## src/rtl/uart_reg_pkg.sv

```systemverilog
// uart_reg_pkg
//   Shared types and constants for the UART register-access responder.
//   Holds the responder state encoding, the CMD byte field positions,
//   the write-acknowledge byte and a helper that extracts the burst length.
//   Optional feature macro: UART_REG_RESP_ACK_EN adds the S_ACK state.
package uart_reg_pkg;

  localparam int CMD_WR_BIT  = 7;
  localparam int CMD_LEN_MSB = 3;
  localparam int CMD_LEN_LSB = 0;

  localparam logic [7:0] ACK_BYTE = 8'hA5;

  typedef enum logic [3:0] {
    S_IDLE,
    S_ADDR_H,
    S_ADDR_L,
    S_WDATA_H,
    S_WDATA_L,
    S_RD_BUS,
    S_RD_WAIT,
    S_TX_H,
    S_TX_L
`ifdef UART_REG_RESP_ACK_EN
    ,
    S_ACK
`endif
  } state_t;

  // Burst length minus one, taken from the low nibble of the CMD byte.
  function automatic logic [3:0] cmd_len(input logic [7:0] cmd);
    return cmd[CMD_LEN_MSB:CMD_LEN_LSB];
  endfunction

endpackage

```

## src/rtl/uart_reg_gap_timer.sv

```systemverilog
// uart_reg_gap_timer
//   Inter-byte silence timer. Counts clock cycles while enabled and raises
//   expired once the count reaches TIMEOUT.
// Ports
//   clk      in  system clock
//   rst_n    in  asynchronous active-low reset
//   clear    in  restart the count (a byte arrived)
//   enable   in  count only while a frame is partially received
//   expired  out silence has lasted TIMEOUT cycles
module uart_reg_gap_timer #(
  parameter logic [15:0] TIMEOUT = 16'd50000
) (
  input  logic clk,
  input  logic rst_n,
  input  logic clear,
  input  logic enable,
  output logic expired
);

  logic [15:0] count;

  // Holding the count at zero while disabled means every frame starts from
  // a fresh gap, regardless of how the previous frame ended.
  always_ff @(posedge clk or negedge rst_n) begin
    if (!rst_n) begin
      count <= 16'd0;
    end else if (clear || !enable) begin
      count <= 16'd0;
    end else if (!expired) begin
      count <= count + 16'd1;
    end
  end

  assign expired = enable && (count == TIMEOUT);

endmodule

```

## src/rtl/uart_reg_responder.sv

```systemverilog
// uart_reg_responder
//   Device side of the UART register-access protocol. Parses CMD, ADDR_H,
//   ADDR_L (+ data pairs for writes) from the RX byte stream, performs
//   single/burst register writes and reads, and returns read data on TX.
//   Optional macro UART_REG_RESP_ACK_EN: send 8'hA5 after each write frame.
// Ports
//   clk, rst_n            clock, asynchronous active-low reset
//   rx_valid, rx_data     received byte strobe and value
//   tx_valid, tx_data,
//   tx_ready              outgoing byte, held until accepted
//   bus_addr, bus_wr,
//   bus_wdata, bus_rd,
//   bus_rdata             register bus (read data valid cycle after bus_rd)
//   busy                  high whenever a frame is in progress
module uart_reg_responder
  import uart_reg_pkg::*;
#(
  parameter logic [3:0]  BASEADDR = 4'h0,
  parameter logic [15:0] TIMEOUT  = 16'd50000
) (
  input  logic        clk,
  input  logic        rst_n,
  input  logic        rx_valid,
  input  logic [7:0]  rx_data,
  output logic        tx_valid,
  output logic [7:0]  tx_data,
  input  logic        tx_ready,
  output logic [11:0] bus_addr,
  output logic        bus_wr,
  output logic [15:0] bus_wdata,
  output logic        bus_rd,
  input  logic [15:0] bus_rdata,
  output logic        busy
);

`ifdef UART_REG_RESP_ACK_EN
  localparam state_t WR_DONE = S_ACK;
`else
  localparam state_t WR_DONE = S_IDLE;
`endif

  state_t      state, state_next;
  logic        is_write;
  logic        addr_match;
  logic [3:0]  len;
  logic [3:0]  beat;
  logic [7:0]  data_h;
  logic [15:0] rd_data;
  logic        last_beat;
  logic        gap_enable;
  logic        gap_expired;

  assign last_beat  = (beat == len);
  assign gap_enable = (state == S_ADDR_H) || (state == S_ADDR_L) ||
                      (state == S_WDATA_H) || (state == S_WDATA_L);

  uart_reg_gap_timer #(.TIMEOUT(TIMEOUT)) u_gap_timer (
    .clk     (clk),
    .rst_n   (rst_n),
    .clear   (rx_valid),
    .enable  (gap_enable),
    .expired (gap_expired)
  );

  always_ff @(posedge clk or negedge rst_n) begin
    if (!rst_n) state <= S_IDLE;
    else        state <= state_next;
  end

  // A received byte takes priority over an expiring gap in the same cycle.
  // Mismatched reads drop straight back to IDLE after ADDR_L; mismatched
  // writes still walk the data beats so the payload bytes are consumed.
  always_comb begin
    state_next = state;
    tx_valid   = 1'b0;
    tx_data    = 8'h00;
    bus_rd     = 1'b0;
    busy       = (state != S_IDLE);
    case (state)
      S_IDLE: begin
        if (rx_valid) state_next = S_ADDR_H;
      end
      S_ADDR_H: begin
        if (rx_valid)         state_next = S_ADDR_L;
        else if (gap_expired) state_next = S_IDLE;
      end
      S_ADDR_L: begin
        if (rx_valid) begin
          if (is_write)        state_next = S_WDATA_H;
          else if (addr_match) state_next = S_RD_BUS;
          else                 state_next = S_IDLE;
        end else if (gap_expired) begin
          state_next = S_IDLE;
        end
      end
      S_WDATA_H: begin
        if (rx_valid)         state_next = S_WDATA_L;
        else if (gap_expired) state_next = S_IDLE;
      end
      S_WDATA_L: begin
        if (rx_valid)         state_next = last_beat ? WR_DONE : S_WDATA_H;
        else if (gap_expired) state_next = S_IDLE;
      end
      S_RD_BUS: begin
        bus_rd     = 1'b1;
        state_next = S_RD_WAIT;
      end
      S_RD_WAIT: begin
        state_next = S_TX_H;
      end
      S_TX_H: begin
        tx_valid = 1'b1;
        tx_data  = rd_data[15:8];
        if (tx_ready) state_next = S_TX_L;
      end
      S_TX_L: begin
        tx_valid = 1'b1;
        tx_data  = rd_data[7:0];
        if (tx_ready) state_next = last_beat ? S_IDLE : S_RD_BUS;
      end
`ifdef UART_REG_RESP_ACK_EN
      S_ACK: begin
        tx_valid = 1'b1;
        tx_data  = ACK_BYTE;
        if (tx_ready) state_next = S_IDLE;
      end
`endif
      default: state_next = S_IDLE;
    endcase
  end

  // Frame fields and bus datapath. The write strobe is registered so it
  // lands the cycle after DATA_L; the address steps on the cycle after
  // each write strobe, and after each completed read beat.
  always_ff @(posedge clk or negedge rst_n) begin
    if (!rst_n) begin
      is_write   <= 1'b0;
      addr_match <= 1'b0;
      len        <= 4'd0;
      beat       <= 4'd0;
      data_h     <= 8'h00;
      rd_data    <= 16'h0000;
      bus_addr   <= 12'h000;
      bus_wr     <= 1'b0;
      bus_wdata  <= 16'h0000;
    end else begin
      bus_wr <= 1'b0;
      if (bus_wr) bus_addr <= bus_addr + 12'd1;
      case (state)
        S_IDLE: begin
          if (rx_valid) begin
            is_write <= rx_data[CMD_WR_BIT];
            len      <= cmd_len(rx_data);
            beat     <= 4'd0;
          end
        end
        S_ADDR_H: begin
          if (rx_valid) begin
            addr_match     <= (rx_data[7:4] == BASEADDR);
            bus_addr[11:8] <= rx_data[3:0];
          end
        end
        S_ADDR_L: begin
          if (rx_valid) bus_addr[7:0] <= rx_data;
        end
        S_WDATA_H: begin
          if (rx_valid) data_h <= rx_data;
        end
        S_WDATA_L: begin
          if (rx_valid) begin
            bus_wr    <= addr_match;
            bus_wdata <= {data_h, rx_data};
            beat      <= beat + 4'd1;
          end
        end
        S_RD_WAIT: begin
          rd_data <= bus_rdata;
        end
        S_TX_L: begin
          if (tx_ready && !last_beat) begin
            bus_addr <= bus_addr + 12'd1;
            beat     <= beat + 4'd1;
          end
        end
        default: ;
      endcase
    end
  end

endmodule

```

## config.mk

```make
export PLATFORM = sky130hd
export DESIGN_NAME = uart_reg_responder
export DESIGN_NICKNAME = d
export VERILOG_FILES = /design/src/rtl/uart_reg_pkg.sv /design/src/rtl/uart_reg_gap_timer.sv /design/src/rtl/uart_reg_responder.sv
export SDC_FILE = /design/constraint.sdc
export NUM_CORES = 1
export LEC_CHECK = 0
export BUFFER_PORTS_ARGS = -buffer_cell sky130_fd_sc_hd__buf_2
export CORE_ASPECT_RATIO = 2
export CORE_UTILIZATION = 45
export CTS_CLUSTER_SIZE = 16
export DETAILED_ROUTE_END_ITERATION = 7
export PLACE_DENSITY = 0.69
export RECOVER_POWER = 100
export SYNTH_ARGS = -nofsm -noshare
export SYNTH_HDL_FRONTEND = slang
export SYNTH_SLANG_ARGS = --single-unit
```

## constraint.sdc

```tcl
create_clock -name clk -period 4.55 [get_ports clk]
set_clock_uncertainty 0.2 [all_clocks]
set_input_delay 0.6825 -clock clk [delete_from_list [all_inputs] [get_ports clk]]
set_output_delay 0.6825 -clock clk [all_outputs]
set_load 0.005 [all_outputs]
```

Yosys cells after proc, flatten, opt, wreduce, memory -nomap -nowiden
Index checks and enable logic that the tools add are counted.
{"block": "word_totals", "word_cells": 79, "reg_bits": 83, "in_bits": 28}
{"block": "classes", "n_eq_ne": 16, "mux": 30, "add_sub_neg": 3, "reduce_logical": 19}
{"cell": "4-bit 2-to-1 mux", "count": 12}
{"cell": "4-bit one-hot mux with 9 select lines", "count": 1}
{"cell": "16-bit 2-to-1 mux", "count": 2}
{"cell": "8-bit one-hot mux with 2 select lines", "count": 2}
{"cell": "12-bit 2-to-1 mux", "count": 2}
{"cell": "16-bit by 1-bit adder with 16-bit output, second input constant", "count": 1}
{"cell": "16-bit equality test, second input constant", "count": 1}
{"cell": "4-bit by 3-bit equality test with 1-bit output, second input constant", "count": 4}
{"cell": "12-bit by 1-bit adder with 12-bit output, second input constant", "count": 1}
{"cell": "4-bit one-hot mux with 3 select lines", "count": 1}
{"cell": "2-bit != test, second input constant", "count": 5}
{"cell": "3-bit 2-to-1 mux", "count": 3}
{"cell": "4-bit by 2-bit equality test with 1-bit output, second input constant", "count": 2}
{"cell": "4-bit logical NOT", "count": 2}
{"cell": "8-bit 2-to-1 mux", "count": 1}
{"cell": "4-bit one-hot mux with 2 select lines", "count": 1}
{"cell": "2-bit AND reduction", "count": 4}
{"cell": "4-bit by 1-bit adder with 4-bit output, second input constant", "count": 1}
{"cell": "4-bit by 1-bit equality test with 1-bit output, second input constant", "count": 1}
{"cell": "4-bit equality test", "count": 1}
{"cell": "4-bit equality test, second input constant", "count": 1}
{"cell": "1-bit logical OR", "count": 4}
{"cell": "1-bit 2-to-1 mux", "count": 4}
{"cell": "4-bit AND reduction", "count": 1}
{"cell": "other kinds (8)", "count": 10}

Longest topological paths before layout
{"block": "depth", "ltp_word": 8, "depth_mapped": 8, "depth_no_buf": 7}

Hierarchy
Synthesis repeated with hierarchy kept, for this count alone.
{"block": "unflattened", "hier_cells": 444, "hier_area_um2": 4638.2}
{"mod": "uart_reg_responder", "area_each_um2": 3761.1, "seq_area_each_um2": 1676.6, "n_inst": 1, "cells_each": 358}
{"mod": "uart_reg_gap_timer", "area_each_um2": 877.1, "seq_area_each_um2": 400.4, "n_inst": 1, "cells_each": 86}

Worst setup path before layout
No wires, ideal clock.
{"block": "synth_timing", "path_type": "in2reg", "startpoint": "input rx_valid", "endpoint": "register bus_addr[11]", "setup_time_ns": 0.131, "stages": 7, "arrival_ns": 1.901, "t_required_ns": 4.219, "setup_slack_ns": 2.318, "cell_sequence": "buf_2 -> clkinv_1 -> or4_1 -> nand2_1 -> a211oi_1 -> a21oi_1 -> o31ai_1"}
{"block": "synth_via", "elab_chain_len": 2}
{"element": "from (decl)", "line_no": "uart_reg_responder.sv:23", "text": "input logic rx_valid,"}
{"element": "4-bit 2-to-1 mux", "line_no": "uart_reg_responder.sv:158", "text": "if (rx_valid) begin"}
{"element": "4-bit one-hot mux with 2 select lines", "line_no": "uart_reg_responder.sv:149", "text": "case (state)"}
{"element": "to (signal assigned)", "line_no": "uart_reg_responder.sv:148", "text": "if (bus_wr) bus_addr <= bus_addr + 12'd1;"}
{"element": "to (signal assigned)", "line_no": "uart_reg_responder.sv:160", "text": "bus_addr[11:8] <= rx_data[3:0];"}
{"element": "to (signal assigned)", "line_no": "uart_reg_responder.sv:181", "text": "bus_addr <= bus_addr + 12'd1;"}
{"element": "to (decl)", "line_no": "uart_reg_responder.sv:28", "text": "output logic [11:0] bus_addr,"}
Every way passes these cells.
A chain may end at the register's enable or synchronous reset.

Worst setup path after layout
{"block": "layout_timing", "startpoint": "register state[1]", "endpoint": "output tx_data[2]"}
{"block": "layout_via", "elab_chain_len": 2, "elab_cells_between_ends": 3, "cone_classes": "eq/ne: 2; mux: 1"}
{"element": "from (decl)", "line_no": "uart_reg_responder.sv:42", "text": "state_t state, state_next;"}
{"element": "from (signal assigned)", "line_no": "uart_reg_responder.sv:67", "text": "else state <= state_next;"}
{"element": "4-bit equality test or 4-bit by 3-bit equality test with 1-bit output (tied branches)", "line_no": "uart_reg_responder.sv:79", "text": "case (state)"}
{"element": "8-bit one-hot mux with 2 select lines *", "line_no": "uart_reg_responder.sv:79"}
{"element": "to (decl)", "line_no": "uart_reg_responder.sv:26", "text": "output logic [7:0] tx_data,"}
Mark *: on every way between the ends. The rest lies on a longest branch, timed or not.

==> run metrics <==
run status=finished, violations left; violated checks=max-capacitance violations, max-slew violations; IO Pins=68; vias per cell=5.89; Hold Crit Depth=1; Register Area=0.00208 mm²; Net Sw Frac=33.9%; PD cells=573 mW/mm²; Fin Setup TNS=0 ps; most common cell after layout, fill and taps aside=dfrtp_1; clock latency on the worst-skew pair=340 ps; Setup Slack @ Placement=1580 ps; Worst Hold Class=reg2reg; clock share of power=26.7%; Synth Instances=405; fmax=271 MHz; htree depth=3; Final Hold Viols=0; pin count of the biggest net entering global routing=51; Placer Congestion=0.928; top cells by area, synth=dfrtp_1 (49%), mux2_2 (11%), nand2_1 (3.7%); drt initial violations=240; First-pass DRT Iterations=5; unrepaired setup endpoints after global routing=false; DR vias=3393; Peak VDD IR=0.311 mV; WP data arrival=2800 ps; syn_area_per_cell=10.5 µm²; FF-to-FF setup slack=930 ps; period utilization=81.0%; Switch Pwr=956 µW; Reg clk slew, reported paths=60 ps; most frequent cells in the layout=dfrtp_1 (83), buf_2 (45), mux2_2 (43), nand2_1 (42), nor2_1 (38); post-CTS setup buffer count=0; DRC Markers=0; Crit path max-delay family=simple AND/OR/NAND/NOR gates; Root Buffer=clkbuf_16; port bufs=67; first-pass GRT wire length=16900 µm; clock tree buffer depth=2; worst hold endpoint=data_h[1]; Sequential Power Share=43.2%; vias in the first global route=3470; CTS tree=done; nature of the critical path startpoint=flop; Synth area leader=dfrtp_1; antenna violations before repair=0; final setup vio count=0; register area share after synthesis=48.7%; register bit total from synthesis=83; fin crit period=3690 ps; Worst Path Buf+Inv=1; worst-margin pin slew=2750 ps; drt wl/cell=17.4 µm; max_slew headroom=-83.1%; worst r2r src=state[1]; total length of routed wires=10000 µm; Initial Util=46.1%; Final Max Slew Viols=63; cells on worst reg2reg path=6; Crit Path Class=reg2out; TritonCTS buffer count=9; # hold bufs at CTS=0; PnR worst setup slack=865 ps; crit-path cells=nor4b_1 -> a22o_1 -> clkbuf_2; part of the power in combinational logic=30.1%; area delta synth->final=15.1%; fin nets=499; fillers=841; Post-synth top flop=dfrtp_1; Cell Int Power=1860 µW; EDFF count, synth=0; total clock sinks=83; Worst path max stage delay=1500 ps; core region area=0.00926 mm²; crit path max fanout=12; Leak Pwr=0.00214 µW; min-delay src=data_h[1]; Synth cell types=52; share of layout cells above drive strength 1=23.3%; Ys Warns=0; die width=70.9 µm; Worst path slowest cell=nor4b_1; Setup crit end kind=output pin; Post-Syn Area=0.00427 mm²; # rows=50; die footprint=0.00990 mm²; multi-input logic area=0.00203 mm²; n_diodes=0; Critical Path RT=3670 ps; Async SR Flop Fraction=100%; Post-CTS Resized=0; GRT overflow=0; DP HPWL=7190 µm; Max Cap Viol=2; total track usage=21.9%; syn nets=437; FF-to-FF End=bus_addr[7]; area share of the leading cell type in the synthesized netlist=48.7%; die height=140 µm; Post-DRT Antenna Nets=0
power by group through the flow:
| stage | logic [µW] | clock network, µW | registers (µW) |
|---|---|---|---|
| floorplan | 646 | 0 | 1150 |
| global placement | 843 | 0 | 1220 |
| detailed placement | 869 | 0 | 1230 |
| CTS | 874 | 766 | 1220 |
| global route | 947 | 795 | 1250 |
| finish | 848 | 751 | 1220 |
per-stage QoR:
stage / power (µW) / hold WS, ps / cells / util (%) / cell area, µm²
6_report: 2820 / 304 / 576 / 53.1 / 4910
5_1_grt: 3000 / 318 / 576 / 53.1 / 4910
4_1_cts: 2860 / 197 / 576 / 53.7 / 4970
3_5_place_dp: 2100 / 292 / 560 / 50.3 / 4660
3_3_place_gp: 2060 / 284 / 560 / 50.3 / 4660
2_1_floorplan: 1800 / 187 / 405 / - / 4270
logic make-up (layout without fill, tap and decap cells):
group	Yosys count	count (layout)	share of synthesized area [%]
simple gates	149	149	18.1
flops	83	83	48.7
mux	49	49	12.7
compound gates	62	62	10.1
xor+xnor	30	30	6.15
buf+inv	28	95	3.14
fa+ha+maj	4	4	1.17
Yosys cell counts, drive strengths merged, types with 4 or more instances:
cell    instances
nand4          10
nor2           38
a21oi          12
o21ai          13
a22o            8
xor2           15
nor3           10
and3            7
clkbuf          9
nand3          14
nor4b           6
ha              4
xnor2          15
inv             8
nand2          42
buf            10
dfrtp          83
mux2i           6
mux2           43
o211ai          4
layout make-up:
cell class / instances / share of cell area, %
clock buffer: 10 / 4.86
clock inverter: 6 / 1.48
inverter: 9 / 0.688
multi-input combinational: 294 / 41.4
sequential: 83 / 42.3
tap: 104 / 2.65
timing repair buffer: 70 / 6.67
worst max-delay path by stage:
| stage | startpoint | to | cells past startpoint |
|---|---|---|---|
| 2_1_floorplan | rx_valid | bus_addr[11] | 7 |
| 3_3_place_gp | state[1] | bus_addr[7] | 6 |
| 3_5_place_dp | state[1] | bus_addr[7] | 6 |
| 4_1_cts | state[1] | tx_data[2] | 3 |
| 5_1_grt | state[1] | tx_data[2] | 3 |
| 6_report | state[1] | tx_data[2] | 3 |
state kept, by name, indices dropped and copies added, names as in the netlist:
| signal | cells |
|---|---|
| bus_wdata | 16 |
| bus_addr | 12 |
| state | 4 |
| beat | 4 |
| rd_data | 16 |
| addr_match | 1 |
| len | 4 |
| u_gap_timer.count | 16 |
| data_h | 8 |
| bus_wr | 1 |
| is_write | 1 |
metal layers:
metal / vias up / part of all wire, % / global-route usage [%]
li1: 1584 / - / -
met1: 1681 / 38 / 24.5
met2: 104 / 55 / 39.4
met3: 24 / 3.4 / 3.11
met4: 0 / 3.1 / 11.6
met5: - / 0 / 0
Note: power is estimated with default switching activity, not from simulation.
